--- src/rtl/wvb_reader_if.sv ---
// wvb_reader_if: bundles the read-controller request/ack channel and the
// DPRAM ready/done handoff of the waveform-buffer readout scheduler.
// master = wvb_reader side, slave = read controller / DPRAM consumer side.
interface wvb_reader_if;
  logic        rd_ctrl_req;
  logic [7:0]  rd_ctrl_idx;
  logic        rd_ctrl_dpram_mode;
  logic        rd_ctrl_ack;
  logic        rd_ctrl_more;
  logic [15:0] rd_ctrl_dpram_len;
  logic        dpram_ready;
  logic [15:0] dpram_len;
  logic        dpram_done;

  modport master (
    output rd_ctrl_req, rd_ctrl_idx, rd_ctrl_dpram_mode, dpram_ready, dpram_len,
    input  rd_ctrl_ack, rd_ctrl_more, rd_ctrl_dpram_len, dpram_done
  );

  modport slave (
    input  rd_ctrl_req, rd_ctrl_idx, rd_ctrl_dpram_mode, dpram_ready, dpram_len,
    output rd_ctrl_ack, rd_ctrl_more, rd_ctrl_dpram_len, dpram_done
  );
endinterface

--- src/rtl/wvb_reader.sv ---
// wvb_reader: round-robin readout scheduler feeding wvb_rd_ctrl_fmt_0.
// Picks a channel with a complete waveform, requests it from the read
// controller, then hands the filled DPRAM to the consumer via ready/done.
// Continuation DPRAMs (rd_ctrl_more) re-request the same channel.
// Optional: define WVB_READER_TIMEOUT_EN to add an ack watchdog that aborts
// a stuck request after P_TIMEOUT cycles and raises sticky timeout_err.
module wvb_reader #(
  parameter int N_CHANNELS = 8,
  parameter int P_TIMEOUT  = 4096
) (
  input  logic                  clk,
  input  logic                  rst_n,
  input  logic                  en,
  input  logic                  dpram_mode,
  input  logic [N_CHANNELS-1:0] wvb_avail,
  wvb_reader_if.master          bus,
  output logic                  busy,
  output logic                  timeout_err,
  input  logic                  err_clr
);

  typedef enum logic [1:0] {
    S_IDLE    = 2'd0,
    S_REQ     = 2'd1,
    S_ACK_LOW = 2'd2,
    S_READY   = 2'd3
  } state_t;

  state_t      state_q, state_d;
  logic [7:0]  ptr_q, ptr_d;
  logic [7:0]  idx_q, idx_d;
  logic        mode_q, mode_d;
  logic        req_q, req_d;
  logic        ready_q, ready_d;
  logic [15:0] len_q, len_d;
  logic        more_q, more_d;
  logic        busy_q, busy_d;
  logic        terr_q, terr_d;

  logic        sel_found;
  logic [7:0]  sel_idx;

`ifdef WVB_READER_TIMEOUT_EN
  localparam int CNT_W = $clog2(P_TIMEOUT + 1);
  logic [CNT_W-1:0] cnt_q, cnt_d;
`else
  localparam int unused_timeout = P_TIMEOUT;
  logic unused_err_clr;
  assign unused_err_clr = err_clr;
`endif

  // Round-robin search: first set avail bit above ptr_q, wrapping, so the
  // channel served last has the lowest priority.
  always_comb begin : sel_search
    int j;
    j         = 0;
    sel_found = 1'b0;
    sel_idx   = '0;
    for (int i = 1; i <= N_CHANNELS; i++) begin
      j = int'(ptr_q) + i;
      if (j >= N_CHANNELS) j = j - N_CHANNELS;
      if (!sel_found && wvb_avail[j]) begin
        sel_found = 1'b1;
        sel_idx   = 8'(j);
      end
    end
  end

  // Next-state and registered-output logic for the scheduler FSM.
  // NOTE: every signal gets its hold value first so no path leaves it
  // unassigned; that is what keeps this block free of latches.
  always_comb begin
    state_d = state_q;
    ptr_d   = ptr_q;
    idx_d   = idx_q;
    mode_d  = mode_q;
    req_d   = req_q;
    ready_d = ready_q;
    len_d   = len_q;
    more_d  = more_q;
    terr_d  = terr_q;

    case (state_q)
      S_IDLE: begin
        if (en && sel_found && !terr_q) begin
          idx_d   = sel_idx;
          ptr_d   = sel_idx;
          mode_d  = dpram_mode;
          state_d = S_REQ;
        end
      end
      S_REQ: begin
        req_d = 1'b1;
        // Only an ack seen while req is actually on the wire counts.
        if (req_q && bus.rd_ctrl_ack) begin
          len_d   = bus.rd_ctrl_dpram_len;
          more_d  = bus.rd_ctrl_more;
          req_d   = 1'b0;
          state_d = S_ACK_LOW;
        end
      end
      S_ACK_LOW: begin
        if (!bus.rd_ctrl_ack) begin
          ready_d = 1'b1;
          state_d = S_READY;
        end
      end
      S_READY: begin
        if (bus.dpram_done) begin
          ready_d = 1'b0;
          len_d   = '0;
          state_d = more_q ? S_REQ : S_IDLE;
        end
      end
      default: state_d = S_IDLE;
    endcase

`ifdef WVB_READER_TIMEOUT_EN
    cnt_d = '0;
    if (err_clr) terr_d = 1'b0;
    if (state_q == S_REQ || state_q == S_ACK_LOW) begin
      cnt_d = cnt_q + 1'b1;
      // Abort after P_TIMEOUT cycles waiting; placed after err_clr so a
      // coincident timeout keeps the flag set.
      if (cnt_q == CNT_W'(P_TIMEOUT - 1)) begin
        cnt_d   = '0;
        req_d   = 1'b0;
        len_d   = '0;
        terr_d  = 1'b1;
        state_d = S_IDLE;
      end
    end
`endif

    busy_d = (state_d != S_IDLE);
  end

  // State and output registers, async active-low reset.
  // NOTE: sequential state uses <= so every register samples pre-edge values.
  always_ff @(posedge clk or negedge rst_n) begin
    if (!rst_n) begin
      state_q <= S_IDLE;
      ptr_q   <= 8'(N_CHANNELS - 1);
      idx_q   <= '0;
      mode_q  <= 1'b0;
      req_q   <= 1'b0;
      ready_q <= 1'b0;
      len_q   <= '0;
      more_q  <= 1'b0;
      busy_q  <= 1'b0;
      terr_q  <= 1'b0;
    end else begin
      state_q <= state_d;
      ptr_q   <= ptr_d;
      idx_q   <= idx_d;
      mode_q  <= mode_d;
      req_q   <= req_d;
      ready_q <= ready_d;
      len_q   <= len_d;
      more_q  <= more_d;
      busy_q  <= busy_d;
      terr_q  <= terr_d;
    end
  end

`ifdef WVB_READER_TIMEOUT_EN
  // Ack watchdog counter.
  always_ff @(posedge clk or negedge rst_n) begin
    if (!rst_n) cnt_q <= '0;
    else        cnt_q <= cnt_d;
  end
`endif

  assign bus.rd_ctrl_req        = req_q;
  assign bus.rd_ctrl_idx        = idx_q;
  assign bus.rd_ctrl_dpram_mode = mode_q;
  assign bus.dpram_ready        = ready_q;
  assign bus.dpram_len          = len_q;
  assign busy                   = busy_q;
`ifdef WVB_READER_TIMEOUT_EN
  assign timeout_err            = terr_q;
`else
  assign timeout_err            = 1'b0;
`endif

endmodule
--- src/flat_wrapper.sv ---
// flat-port wrapper written by rule: the top's interface ports become plain ports
module wvb_reader_flat 
#(
  parameter int N_CHANNELS = 8,
  parameter int P_TIMEOUT  = 4096
)
  (clk, rst_n, en, dpram_mode, wvb_avail, busy, timeout_err, err_clr, bus_rd_ctrl_req, bus_rd_ctrl_idx, bus_rd_ctrl_dpram_mode, bus_dpram_ready, bus_dpram_len, bus_rd_ctrl_ack, bus_rd_ctrl_more, bus_rd_ctrl_dpram_len, bus_dpram_done);
  wvb_reader_if bus_i ();
  input  logic clk;
  input  logic rst_n;
  input  logic en;
  input  logic dpram_mode;
  input  logic [N_CHANNELS-1:0] wvb_avail;
  output logic busy;
  output logic timeout_err;
  input  logic err_clr;
  output wire logic [$bits(bus_i.rd_ctrl_req)-1:0] bus_rd_ctrl_req;
  output wire logic [$bits(bus_i.rd_ctrl_idx)-1:0] bus_rd_ctrl_idx;
  output wire logic [$bits(bus_i.rd_ctrl_dpram_mode)-1:0] bus_rd_ctrl_dpram_mode;
  output wire logic [$bits(bus_i.dpram_ready)-1:0] bus_dpram_ready;
  output wire logic [$bits(bus_i.dpram_len)-1:0] bus_dpram_len;
  input wire logic [$bits(bus_i.rd_ctrl_ack)-1:0] bus_rd_ctrl_ack;
  input wire logic [$bits(bus_i.rd_ctrl_more)-1:0] bus_rd_ctrl_more;
  input wire logic [$bits(bus_i.rd_ctrl_dpram_len)-1:0] bus_rd_ctrl_dpram_len;
  input wire logic [$bits(bus_i.dpram_done)-1:0] bus_dpram_done;
  assign bus_rd_ctrl_req = bus_i.rd_ctrl_req;
  assign bus_rd_ctrl_idx = bus_i.rd_ctrl_idx;
  assign bus_rd_ctrl_dpram_mode = bus_i.rd_ctrl_dpram_mode;
  assign bus_dpram_ready = bus_i.dpram_ready;
  assign bus_dpram_len = bus_i.dpram_len;
  assign bus_i.rd_ctrl_ack = bus_rd_ctrl_ack;
  assign bus_i.rd_ctrl_more = bus_rd_ctrl_more;
  assign bus_i.rd_ctrl_dpram_len = bus_rd_ctrl_dpram_len;
  assign bus_i.dpram_done = bus_dpram_done;
  wvb_reader #(.N_CHANNELS(N_CHANNELS), .P_TIMEOUT(P_TIMEOUT)) u_core (.clk(clk), .rst_n(rst_n), .en(en), .dpram_mode(dpram_mode), .wvb_avail(wvb_avail), .bus(bus_i), .busy(busy), .timeout_err(timeout_err), .err_clr(err_clr));
endmodule
--- config.mk ---
export PLATFORM = sky130hd
export DESIGN_NAME = wvb_reader_flat
export DESIGN_NICKNAME = d
export VERILOG_FILES = /design/src/rtl/wvb_reader_if.sv /design/src/rtl/wvb_reader.sv /design/src/flat_wrapper.sv
export SDC_FILE = /design/constraint.sdc
export NUM_CORES = 1
export LEC_CHECK = 0
export ABC_AREA = 1
export BUFFER_PORTS_ARGS = -buffer_cell sky130_fd_sc_hd__clkbuf_2
export CAP_MARGIN = 25
export CORE_MARGIN = 1
export CORE_UTILIZATION = 60
export DETAILED_ROUTE_END_ITERATION = 8
export PLACE_DENSITY = 0.83
export SLEW_MARGIN = 20
export SYNTH_ARGS = -nofsm -noshare
export SYNTH_HDL_FRONTEND = slang
export SYNTH_SLANG_ARGS = --single-unit
--- constraint.sdc ---
create_clock -name clk -period 4.7 [get_ports clk]
set_clock_uncertainty 0.05 [all_clocks]
set_input_delay 0.94 -clock clk [delete_from_list [all_inputs] [get_ports clk]]
set_output_delay 0.94 -clock clk [all_outputs]
set_load 0.005 [all_outputs]
==> qor.yml, run 1 <==
outcome:
  status: "finished clean"
place:
  io_buffers: 58
  post-dp-hpwl_um: 8740
  dp_slack_ns: 1.26
  place_congestion: 0.942
  dpl_cell_area_um2: 4400
power_and_ir_drop:
  vdd_drop_max_mv: 0.577
  power_density_nw_per_um2: 857
  power_mw: 3.85
  p_leak_nw: 2.53
synthesis:
  yosysTopAreaCell: "nand2_1"
  netlist_top_cells_area: "nand2_1, dfrtp_1, nand3_1"
  synth_edf_count: 0
  synth-seq-cells: 34
  synth.cell_area_um2: 4170
  synth_cell_types: 37
  syn_inst: 703
  synth_top_flop_cell: "dfrtp_1"
  synthMostInstantiatedCell: "nand2_1"
  synth_top_cell_area_share_pct: 22.6
  syn_area_per_cell_um2: 5.93
  seq_area_frac_synth_pct: 20.5
  synthArstFlopShare_pct: 100
  syn_nets: 757
  ys_top_cells_by_count: "nand2_1, nand3_1, inv_1, nor2_1, dfrtp_1"
  yosys_warnings: 0
setup_path:
  r2r-start: "u_core.ptr_q[1]$_DFFE_PN1P_"
  worst_path_most_repeated_cell: "inv_2"
  critPathArrivalTime_ns: 3.58
  ff2ff_setup_slack_ns: 1.23
  path_cells: "inv_1, ha_1, inv_2, nand3_1, nand3_2, nand2_4, nor2_8, nand4_4, nor2_4, nand3_1, nand2_2, inv_2, nand2_2, inv_2, nand2_1, nand2_1"
  crit_slowest_cell: "dfstp_2"
  critical_path_class: "flip-flop to flip-flop"
  critPathMaxFanout: 18
  cp-end-kind: "flip-flop"
  cp.required_ns: 4.82
  critPathLaunchType: "flip-flop"
  cp_slowest_stage_delay_ns: 0.77
  r2r-end: "u_core.bus.rd_ctrl_idx[3]$_DFFE_PN0P_"
  rr_worst_depth: 16
clocking:
  ctsHoldBuffers: 0
  post-cts-setup-buffers: 0
  ctsResizeCount: 0
  cts.sinks: 34
  clockBufferDepth: 2
  cts_made_buffers: 5
  h-tree-depth: 2
  clock-root-buffer: "clkbuf_8"
  clock_latency_ns: 0.28
  cts_tree: "built"
  clkSlewWorstSetupHoldPaths_ns: 0.07
worst_hold_path:
  hp-start: "u_core.bus.rd_ctrl_idx[1]$_DFFE_PN0P_"
  holdCritPathClass: "flip-flop to flip-flop"
  hold_depth: 2
  holdPathEnd: "u_core.bus.rd_ctrl_idx[1]$_DFFE_PN0P_"
layout:
  insertedDiodeCount: 0
  nets: 802
  final_core_util_pct: 66.6
  seqCellArea_um2: 855
  area_growth_pct: 7.93
  final_layout_size_suffix_gt1_share_pct: 13.8
  multiInputGateArea_um2: 2760
  fill_cells: 632
  stdcell_area_um2: 4500
timing:
  fin_ws_ns: 1.23
  hold_viol: 0
  drv_slew: 0
  timing.fmax_mhz: 288
  tightest_slew_ns: 0.859
  slew_headroom_pct: 42.7
  setup_violations: 0
  min_period_ns: 3.47
  finalCritPeriodShare_pct: 73.8
  finalSetupTns_ns: 0
  rsz0062_at_grt: "no"
route:
  vias: 4509
  drt-vias-per-instance: 5.44
  wirelength_um: 11000
  routedWlPerCell_um: 13.3
  dr.first_iter.drc_count: 307
  drc: 0
  first_pass_iters: 5
  antenna_left: 0
global_routing:
  grt_pass1_wl_um: 18300
  grt_usage_pct: 31.0
  grt_pass1_vias: 4200
  grt_max_degree: 35
  grt_overflow_total: 0
  antenna_found_initial: 0
flow_run:
  cap_violations: 0
floorplanning:
  start_util_pct: 61.7
  core_area_um2: 6760
  dieArea_um2: 7280
  die_w_um: 85.3
  die_h_um: 85.3
  rows: 30
  io_pins: 61
==> registers in the layout, summed over array words and instances (netlist names) <==
register	cells
u_core.bus.rd_ctrl_dpram_mode	1
u_core.ptr_q	3
u_core.state_q	2
u_core.more_q	1
u_core.busy	1
u_core.bus.rd_ctrl_idx	8
u_core.bus.dpram_ready	1
u_core.bus.rd_ctrl_req	1
u_core.bus.dpram_len	16
==> report_power, final <==
| part | internal [mW] | switching [mW] |
|---|---|---|
| registers | 0.445 | 0.203 |
| clock network | 0.118 | 0.105 |
| logic | 1.00 | 1.98 |
==> cells in the final DEF, fill, tap and decap left out, types with 2 or more instances in the layout <==
cell      instances
inv_1            89
nor2_2            2
clkinv_1          3
nand3_1          93
nand4_1          17
clkbuf_8          6
buf_4             3
nand2_1         251
nor2_1           69
nand3_2           6
xnor2_1           7
nand3b_1          2
xor2_1           22
nand2_2           7
nand2_4           2
inv_2             7
o21ai_0          27
ha_1             22
dfstp_2           3
clkbuf_2         58
dfrtp_1          31
a21oi_1           6
==> critical path: cells and delay by family (launching register included) <==
kind	cells	cell delay, ns
fa+ha+maj	1	0.49
buf+inv	4	0.59
flops	1	0.77
simple gates	11	1.43
==> through the flow <==
step	hold WS, ns	std cells
detailed placement	0.417	821
global route	0.473	829
global placement	0.416	821
floorplan	0.393	703
CTS	0.443	829
finish	0.442	829
==> cell type report <==
| type | instances | area share (%) |
|---|---|---|
| multi-input combinational | 547 | 61.4 |
| sequential | 34 | 19.0 |
| inverter | 99 | 8.26 |
| timing repair buffer | 61 | 6.96 |
| tap | 80 | 2.23 |
| clock buffer | 6 | 1.84 |
| clock inverter | 2 | 0.278 |
==> cells by family (layout without fill, tap and decap cells) <==
family	Yosys count	in the layout	share of synthesized area, %
and+or+nand+nor	456	456	48.3
buffers and inverters	122	168	13.2
AOI/OAI and AO/OA	38	38	4.87
DFF	34	34	20.5
xor gates and xnor gates	30	30	6.49
adders and majority gates	22	22	6.61
other	1	1	0.0900
==> worst max-delay path by stage <==
stage	end	slack (ns)	from
5_1_grt	u_core.bus.rd_ctrl_idx[3]$_DFFE_PN0P_	0.99	u_core.ptr_q[1]$_DFFE_PN1P_
6_report	u_core.bus.rd_ctrl_idx[3]$_DFFE_PN0P_	1.23	u_core.ptr_q[1]$_DFFE_PN1P_
3_3_place_gp	u_core.bus.rd_ctrl_idx[3]$_DFFE_PN0P_	1.32	u_core.ptr_q[1]$_DFFE_PN1P_
3_5_place_dp	u_core.bus.rd_ctrl_idx[3]$_DFFE_PN0P_	1.26	u_core.ptr_q[1]$_DFFE_PN1P_
2_1_floorplan	u_core.bus.rd_ctrl_idx[3]$_DFFE_PN0P_	2.18	u_core.ptr_q[1]$_DFFE_PN1P_
4_1_cts	u_core.bus.rd_ctrl_idx[3]$_DFFE_PN0P_	1.23	u_core.ptr_q[1]$_DFFE_PN1P_
==> per-layer routing <==
layer	share of wire, %	vias to the layer above	GRT usage, %
li1	-	2291	-
met1	44	2022	40.3
met2	47	166	51.8
met3	6.8	30	5.35
met4	2.9	0	11.5
met5	0	-	0
No activity file was read; power rests on OpenSTA's default activity.
==> run 2: changes to the inputs <==
--- a/config.mk
+++ b/config.mk
@@ -5,13 +5,13 @@
 export SDC_FILE = /design/constraint.sdc
 export NUM_CORES = 1
 export LEC_CHECK = 0
-export ABC_AREA = 1
+export ABC_AREA = 0
 export BUFFER_PORTS_ARGS = -buffer_cell sky130_fd_sc_hd__clkbuf_2
 export CAP_MARGIN = 25
 export CORE_MARGIN = 1
-export CORE_UTILIZATION = 60
+export CORE_UTILIZATION = 54
 export DETAILED_ROUTE_END_ITERATION = 8
-export PLACE_DENSITY = 0.83
+export PLACE_DENSITY = 0.78
 export SLEW_MARGIN = 20
 export SYNTH_ARGS = -nofsm -noshare
 export SYNTH_HDL_FRONTEND = slang
==> constraint.sdc (replaced) <==
create_clock -name clk -period 3 [get_ports clk]
set_clock_uncertainty 0.05 [all_clocks]
set_input_delay 0.6 -clock clk [delete_from_list [all_inputs] [get_ports clk]]
set_output_delay 0.6 -clock clk [all_outputs]
set_load 0.005 [all_outputs]
==> run 2 against run 1 <==
Effect of this change:
- the flow now finishes with violations (negative setup slack)
- maximum frequency up 12%
- clock power up 130%
- hold slack worse by 0.094 ns
- cell count shrank 3.6%
- register-to-register slack lost 1.3 ns
- utilization rose by 6.4 points
- critical path depth fell by 2
- count of clock-buffer cells in the layout is 1 lower
- die area rose by 24%
- synthesized cell count fell by 20%
- highest routed layer unchanged
==> qor.yml, run 2 <==
layout:
  area_growth_pct: 29.8
  insertedDiodeCount: 0  # unchanged
  final_layout_size_suffix_gt1_share_pct: 36.2  # +22 points
  largest_reg_flops: 16  # unchanged
  final_common_cell: "buf_4"
  nets: 747  # -6.9%
  fill_cells: 599  # -5.2%
  final_cell_mix: "buf_4, clkbuf_2, nand2_1"
clocking:
  cts_made_buffers: 5  # unchanged
  clock_latency_ns: 0.28  # about the same
  cts.sinks: 34  # unchanged
  clock-root-buffer: "clkbuf_8"
  h-tree-depth: 2  # unchanged
  ctsHoldBuffers: 0  # unchanged
  cts_tree: "built"
  clkSlewWorstSetupHoldPaths_ns: 0.07  # about the same
  clockBufferDepth: 2  # unchanged
route:
  vias: 5194  # +15%
  routedWlPerCell_um: 19.6  # +48%
  drt-vias-per-instance: 6.50  # +20%
  antenna_left: 0  # unchanged
  drc: 0  # unchanged
  dr.first_iter.drc_count: 523  # +70%
  first_pass_iters: 5  # unchanged
  wirelength_um: 15700  # +42%
setup_path:
  path_buf_inv: 3  # -1
  critPathArrivalTime_ns: 3.20  # -0.38 ns
  critPathLaunchType: "flip-flop"
  cp_slowest_stage_delay_ns: 0.65  # -0.12 ns
  rr_worst_depth: 14  # -2
  crit_family: "simple AND/OR/NAND/NOR gates"
  critical_path_class: "flip-flop to flip-flop"
  path_cells: "buf_4, buf_6, and3b_2, nor2_1, ha_1, nor2b_1, a311oi_2, o311ai_2, nand2_1, nor2_1, a22o_1, nor4_2, buf_4, o31ai_2"
  critPathMaxFanout: 9  # -9
  crit_slowest_cell: "dfstp_2"
  cp-end-kind: "flip-flop"
  cp.required_ns: 3.11  # -1.71 ns
  critical_path_depth: 14  # -2
synthesis:
  synthMostInstantiatedCell: "nand2_1"
  seq_area_frac_synth_pct: 18.3  # -2.2 points
  syn_inst: 565  # -20%
  netlist_top_cells_area: "dfrtp_1, mux4_2, xnor2_1"
  synth.cell_area_um2: 4660  # +12%
  synth_edf_count: 0  # unchanged
  synthArstFlopShare_pct: 100  # unchanged
  yosys_warnings: 0  # unchanged
  syn_nets: 619  # -18%
  synth_top_cell_area_share_pct: 16.6  # -6.0 points
  synth_top_flop_cell: "dfrtp_1"
  syn_area_per_cell_um2: 8.25  # +39%
  synth-seq-cells: 34  # unchanged
  yosysTopAreaCell: "dfrtp_1"
  synth_cell_types: 80  # +120%
  ys_top_cells_by_count: "nand2_1, a21oi_1, xnor2_1, o21ai_0, dfrtp_1"
power_and_ir_drop:
  vdd_drop_max_mv: 0.814  # +41%
  power_density_nw_per_um2: 1440  # +68%
  p_leak_nw: 2.64  # +4.5%
floorplanning:
  die_h_um: 94.9  # +11%
  io_pins: 61  # unchanged
  start_util_pct: 56.2  # -5.5 points
  rows: 33  # +10%
  core_area_um2: 8300  # +23%
  die_w_um: 94.9  # +11%
  dieArea_um2: 9010  # +24%
place:
  post-dp-hpwl_um: 11600  # +33%
  place_congestion: 0.992  # +5.3%
  io_buffers: 58  # unchanged
timing:
  hold_viol: 0  # unchanged
  finalSetupTns_ns: -0.153  # -0.153 ns
  drv_slew: 0  # unchanged
  setup_violations: 4  # +4
  finalCritPeriodShare_pct: 103  # +29 points
  min_period_ns: 3.09  # -0.375 ns
  rsz0062_at_grt: "yes"
  holdWs_ns: 0.348  # -0.0938 ns
  fin_ws_ns: -0.0926  # -1.33 ns
  slew_headroom_pct: 44.9  # +2.2 points
  tightest_slew_ns: 0.827  # -0.0323 ns
  timing.fmax_mhz: 323  # +12%
worst_hold_path:
  holdCritPathClass: "input port to async pin"
global_routing:
  grt_overflow_total: 0  # unchanged
  antenna_found_initial: 0  # unchanged
  grt_max_degree: 35  # unchanged
  grt_usage_pct: 35.3  # +4.3 points
  grt_pass1_wl_um: 24400  # +34%
  grt_pass1_vias: 4750  # +13%
outcome:
  status: "complete, but fails checks"
  violations: "negative setup slack"
flow_run:
  cap_violations: 0  # unchanged
==> run 2: path summary, 6_finish.rpt <==
path                                                        from                                    end  slack [ns]
setup / recovery                     u_core.ptr_q[1]$_DFFE_PN1P_  u_core.bus.rd_ctrl_idx[3]$_DFFE_PN0P_       -0.09
hold / removal                                             rst_n     u_core.bus.dpram_ready$_DFFE_PN0P_        0.35
setup reg to reg                     u_core.ptr_q[1]$_DFFE_PN1P_  u_core.bus.rd_ctrl_idx[3]$_DFFE_PN0P_       -0.09
hold reg to reg            u_core.bus.rd_ctrl_idx[0]$_DFFE_PN0P_  u_core.bus.rd_ctrl_idx[0]$_DFFE_PN0P_        0.44
max in group asynchronous                                  rst_n  u_core.bus.rd_ctrl_idx[3]$_DFFE_PN0P_        1.99
min in group clk           u_core.bus.rd_ctrl_idx[0]$_DFFE_PN0P_  u_core.bus.rd_ctrl_idx[0]$_DFFE_PN0P_        0.44
==> run 2: stage by stage <==
stage,worst slack (ns),instance area (µm²),power [mW],utilization [%],std cells
detailed placement,-0.0947,5570,7.42,67.1,775
CTS,-0.00283,5890,8.24,71.0,793
global placement,-0.0337,5570,7.25,67.1,775
finish,-0.0926,6050,8.71,72.9,799
global route,-0.216,6050,9.27,72.9,799
floorplan,-0.242,4710,5.20,-,565
==> run 2: routing by layer <==
metal	vias to the layer above	global-route usage, %	part of all wire (%)
met5	-	0	0
met2	317	61.4	49
met1	2442	45.5	39
met4	0	9.72	3.2
li1	2380	-	-
met3	55	5.07	8.6
==> run 2: area by class of cell <==
| cell class | instances | area (µm²) | area share (%) |
|---|---|---|---|
| Sequential cell | 34 | 856 | 14.1 |
| Clock buffer | 5 | 68.8 | 1.14 |
| Tap cell | 105 | 131 | 2.17 |
| Multi-Input combinational cell | 472 | 3730 | 61.7 |
| Clock inverter | 3 | 68.8 | 1.14 |
| Inverter | 17 | 68.8 | 1.14 |
| Timing Repair Buffer | 163 | 1130 | 18.6 |
==> run 2: worst register-to-register path: stages (launching register included) <==
cell and delay, ns:
dfstp_2 0.65, buf_4 0.18, buf_6 0.14, and3b_2 0.22, nor2_1 0.06, ha_1 0.20, nor2b_1 0.13, a311oi_2 0.24
o311ai_2 0.17, nand2_1 0.11, nor2_1 0.06, a22o_1 0.27, nor4_2 0.26, buf_4 0.18, o31ai_2 0.06
==> run 2: where the power goes <==
| part | switching [mW] | leakage [nW] | internal, mW |
|---|---|---|---|
| clock | 0.171 | 0.0683 | 0.333 |
| sequential | 0.234 | 0.412 | 0.682 |
| combinational | 3.95 | 2.16 | 3.34 |
| total | 4.36 | 2.64 | 4.35 |
==> run 2: timing repair <==
action                     in CTS  in global routing
resized for setup              25                 30
buffers inserted               10                  6
setup endpoints to repair      10                 13
pin swaps                       3                 10
==> run 2: cells by family after synthesis <==
kind of cell,count (synthesis),synth area share (%)
compound gates,181,26.3
simple gates,180,20.6
buf+inv,59,6.14
mux,46,14.0
xor+xnor,42,8.69
flops,34,18.3
fa+ha+maj,22,5.90
other cells,1,0.0804
==> run 3: changes to the inputs <==
--- a/config.mk
+++ b/config.mk
@@ -6,12 +6,14 @@
 export NUM_CORES = 1
 export LEC_CHECK = 0
 export ABC_AREA = 0
-export BUFFER_PORTS_ARGS = -buffer_cell sky130_fd_sc_hd__clkbuf_2
+export BUFFER_PORTS_ARGS = -buffer_cell sky130_fd_sc_hd__buf_2
 export CAP_MARGIN = 25
+export CORE_ASPECT_RATIO = 1.2
 export CORE_MARGIN = 1
 export CORE_UTILIZATION = 54
 export DETAILED_ROUTE_END_ITERATION = 8
 export PLACE_DENSITY = 0.78
+export SETUP_SLACK_MARGIN = 0.2
 export SLEW_MARGIN = 20
 export SYNTH_ARGS = -nofsm -noshare
 export SYNTH_HDL_FRONTEND = slang
==> run 3 against run 2 <==
Effect of this change:
- the run still ends with negative setup slack left
- first-iteration DRC count is 12% lower
- count of clock-buffer cells in the layout is 2 higher
- maximum frequency is 2.4% lower
- critical path type unchanged
- die area hardly changed
- critical path depth is 3 lower
- non-clock buffer count is 9 higher
==> qor.yml, run 3 (same netlist as run 2, synthesis figures left out) <==
setup_path:
  crit_end: "u_core.bus.rd_ctrl_idx[0]$_DFFE_PN0P_"
  cp_slowest_stage_delay_ns: 0.59  # -0.06 ns
  cp.required_ns: 3.13  # +0.02 ns
  critPathArrivalTime_ns: 3.30  # +0.10 ns
  critPathLaunchType: "flip-flop"
  cp-end-kind: "flip-flop"
  r2r-end: "u_core.bus.rd_ctrl_idx[0]$_DFFE_PN0P_"
  ff2ff_setup_slack_ns: -0.17  # -0.08 ns
  critical_path_class: "flip-flop to flip-flop"
  crit_slowest_cell: "dfstp_2"
  crit_start: "u_core.ptr_q[1]$_DFFE_PN1P_"
  path_cells: "clkinvlp_4, ha_4, xor2_4, mux4_2, nor3_4, nand2_2, buf_4, o32a_1, o21ai_1, a31oi_2, a21o_1"
  r2r-start: "u_core.ptr_q[1]$_DFFE_PN1P_"
  critPathMaxFanout: 5  # -4
  rr_worst_depth: 11  # -3
clocking:
  clock_latency_ns: 0.28  # about the same
  cts_tree: "built"
  h-tree-depth: 2  # unchanged
  cts_made_buffers: 5  # unchanged
  cts.sinks: 34  # unchanged
  clock-root-buffer: "clkbuf_8"
  clkSlewWorstSetupHoldPaths_ns: 0.07  # about the same
  clockBufferDepth: 2  # unchanged
timing:
  setup_violations: 10  # +6
  rsz0062_at_grt: "yes"
  min_period_ns: 3.17  # +0.0771 ns
  drv_slew: 0  # unchanged
  slew_headroom_pct: 49.5  # +4.6 points
  timing.fmax_mhz: 315  # -2.4%
  tightest_slew_ns: 0.757  # -0.0692 ns
  fin_ws_ns: -0.170  # -0.0771 ns
  hold_viol: 0  # unchanged
  finalCritPeriodShare_pct: 106  # +2.6 points
route:
  routedWlPerCell_um: 20.1  # +2.8%
  dr.first_iter.drc_count: 459  # -12%
  drt-vias-per-instance: 6.58  # +1.3%
  antenna_left: 0  # unchanged
  vias: 5378  # +3.5%
  first_pass_iters: 5  # unchanged
  wirelength_um: 16500  # +5.1%
  drc: 0  # unchanged
worst_hold_path:
  holdCritPathClass: "input port to async pin"
floorplanning:
  rows: 36  # +9.1%
  start_util_pct: 56.6  # +0.38 points
  core_area_um2: 8240  # -0.68%
  dieArea_um2: 9010  # about the same
  io_pins: 61  # unchanged
  die_w_um: 86.8  # -8.5%
  die_h_um: 104  # +9.3%
global_routing:
  grt_pass1_vias: 5344  # +13%
  grt_pass1_wl_um: 26000  # +6.6%
  grt_max_degree: 35  # unchanged
  grt_usage_pct: 36.4  # +1.0 points
  grt_overflow_total: 0  # unchanged
  antenna_found_initial: 0  # unchanged
power_and_ir_drop:
  power_mw: 8.96  # +2.8%
  power_density_nw_per_um2: 1450  # +0.95%
  vdd_drop_max_mv: 0.986  # +21%
  p_leak_nw: 2.66  # +0.56%
layout:
  final_core_util_pct: 74.8  # +1.9 points
  final_cells: 817  # +2.3%
  final_common_cell: "buf_4"
  largest_reg_flops: 16  # unchanged
  stdcell_area_um2: 6160  # +1.9%
  area_growth_pct: 32.2
  final_layout_size_suffix_gt1_share_pct: 38.1  # +2.0 points
  final_cell_mix: "buf_4, buf_2, nand2_1"
  nets: 756  # +1.2%
  insertedDiodeCount: 0  # unchanged
place:
  dp_slack_ns: -0.167  # -0.0721 ns
  place_congestion: 0.991  # -0.13%
  post-dp-hpwl_um: 11900  # +2.7%
  io_buffers: 58  # unchanged
  dpl_cell_area_um2: 5640  # +1.1%
  dp_cells: 791  # +2.1%
outcome:
  status: "complete, but fails checks"
  violations: "negative setup slack"
flow_run:
  cap_violations: 0  # unchanged
[run 3: cell types whose count changed in the layout (fill, tap and decap cells not counted), sizes merged]
cell,previous run,this run
buf,105,172
clkbuf,63,7
bufinv,2,1
clkinv,2,1
clkinvlp,0,1
inv,16,15
[run 3: layer usage]
metal | vias to the layer above | track usage, % | routed length, µm
li1 | 2401 | - | -
met1 | 2553 | 44.1 | 6380
met2 | 337 | 61.2 | 8040
met3 | 87 | 5.10 | 1140
met4 | 0 | 19.3 | 888
met5 | - | 0 | 0
[run 3: stage by stage]
stage | TNS (ns) | hold WS (ns)
finish | -0.895 | 0.328
global route | -2.05 | 0.386
CTS | 0 | 0.345
detailed placement | -1.15 | 0.415
global placement | -0.575 | 0.412
floorplan | -2.21 | 0.254
[run 3: timing repair]
item / 4_1_cts / 5_1_grt
hold buffers: 0 / 0
pin swaps: 15 / 11
hold endpoints to repair: 0 / 0
buffers inserted: 14 / 4
resized for setup: 46 / 21
setup endpoints to repair: 14 / 14
[run 3: how the worst min path moves through the flow]
stage / startpoint / end / slack [ns] / cells after the start
detailed placement: u_core.bus.rd_ctrl_dpram_mode$_DFFE_PN0P_ / u_core.bus.rd_ctrl_dpram_mode$_DFFE_PN0P_ / 0.41 / 2
floorplan: rst_n / u_core.bus.dpram_len[0]$_DFFE_PN0P_ / 0.25 / 0
finish: rst_n / u_core.bus.dpram_len[10]$_DFFE_PN0P_ / 0.33 / 1
CTS: rst_n / u_core.bus.dpram_len[12]$_DFFE_PN0P_ / 0.35 / 1
global route: rst_n / u_core.bus.dpram_len[3]$_DFFE_PN0P_ / 0.39 / 1
global placement: u_core.bus.rd_ctrl_dpram_mode$_DFFE_PN0P_ / u_core.bus.rd_ctrl_dpram_mode$_DFFE_PN0P_ / 0.41 / 2
[run 3: final cells by class]
cell class | instances | area [µm²]
multi-input combinational | 472 | 3770
fill | 584 | 2080
timing repair buffer | 172 | 1200
sequential | 34 | 856
tap | 114 | 143
clock buffer | 7 | 86.3
inverter | 17 | 70.1
clock inverter | 1 | 30.0
[run 3: critical path: cells and delay by family (launching register included)]
family / cells / cell delay [ns]
xor+xnor: 1 / 0.19
compound gates: 4 / 0.67
fa+ha+maj: 1 / 0.24
flops: 1 / 0.59
mux: 1 / 0.56
simple gates: 2 / 0.37
buf+inv: 2 / 0.39
[run 3: power breakdown]
| part | internal (mW) | total [mW] | switching, mW |
|---|---|---|---|
| Combinational | 3.49 | 7.63 | 4.14 |
| Sequential | 0.682 | 0.897 | 0.215 |
| Clock | 0.271 | 0.432 | 0.161 |
| Total | 4.44 | 8.96 | 4.51 |
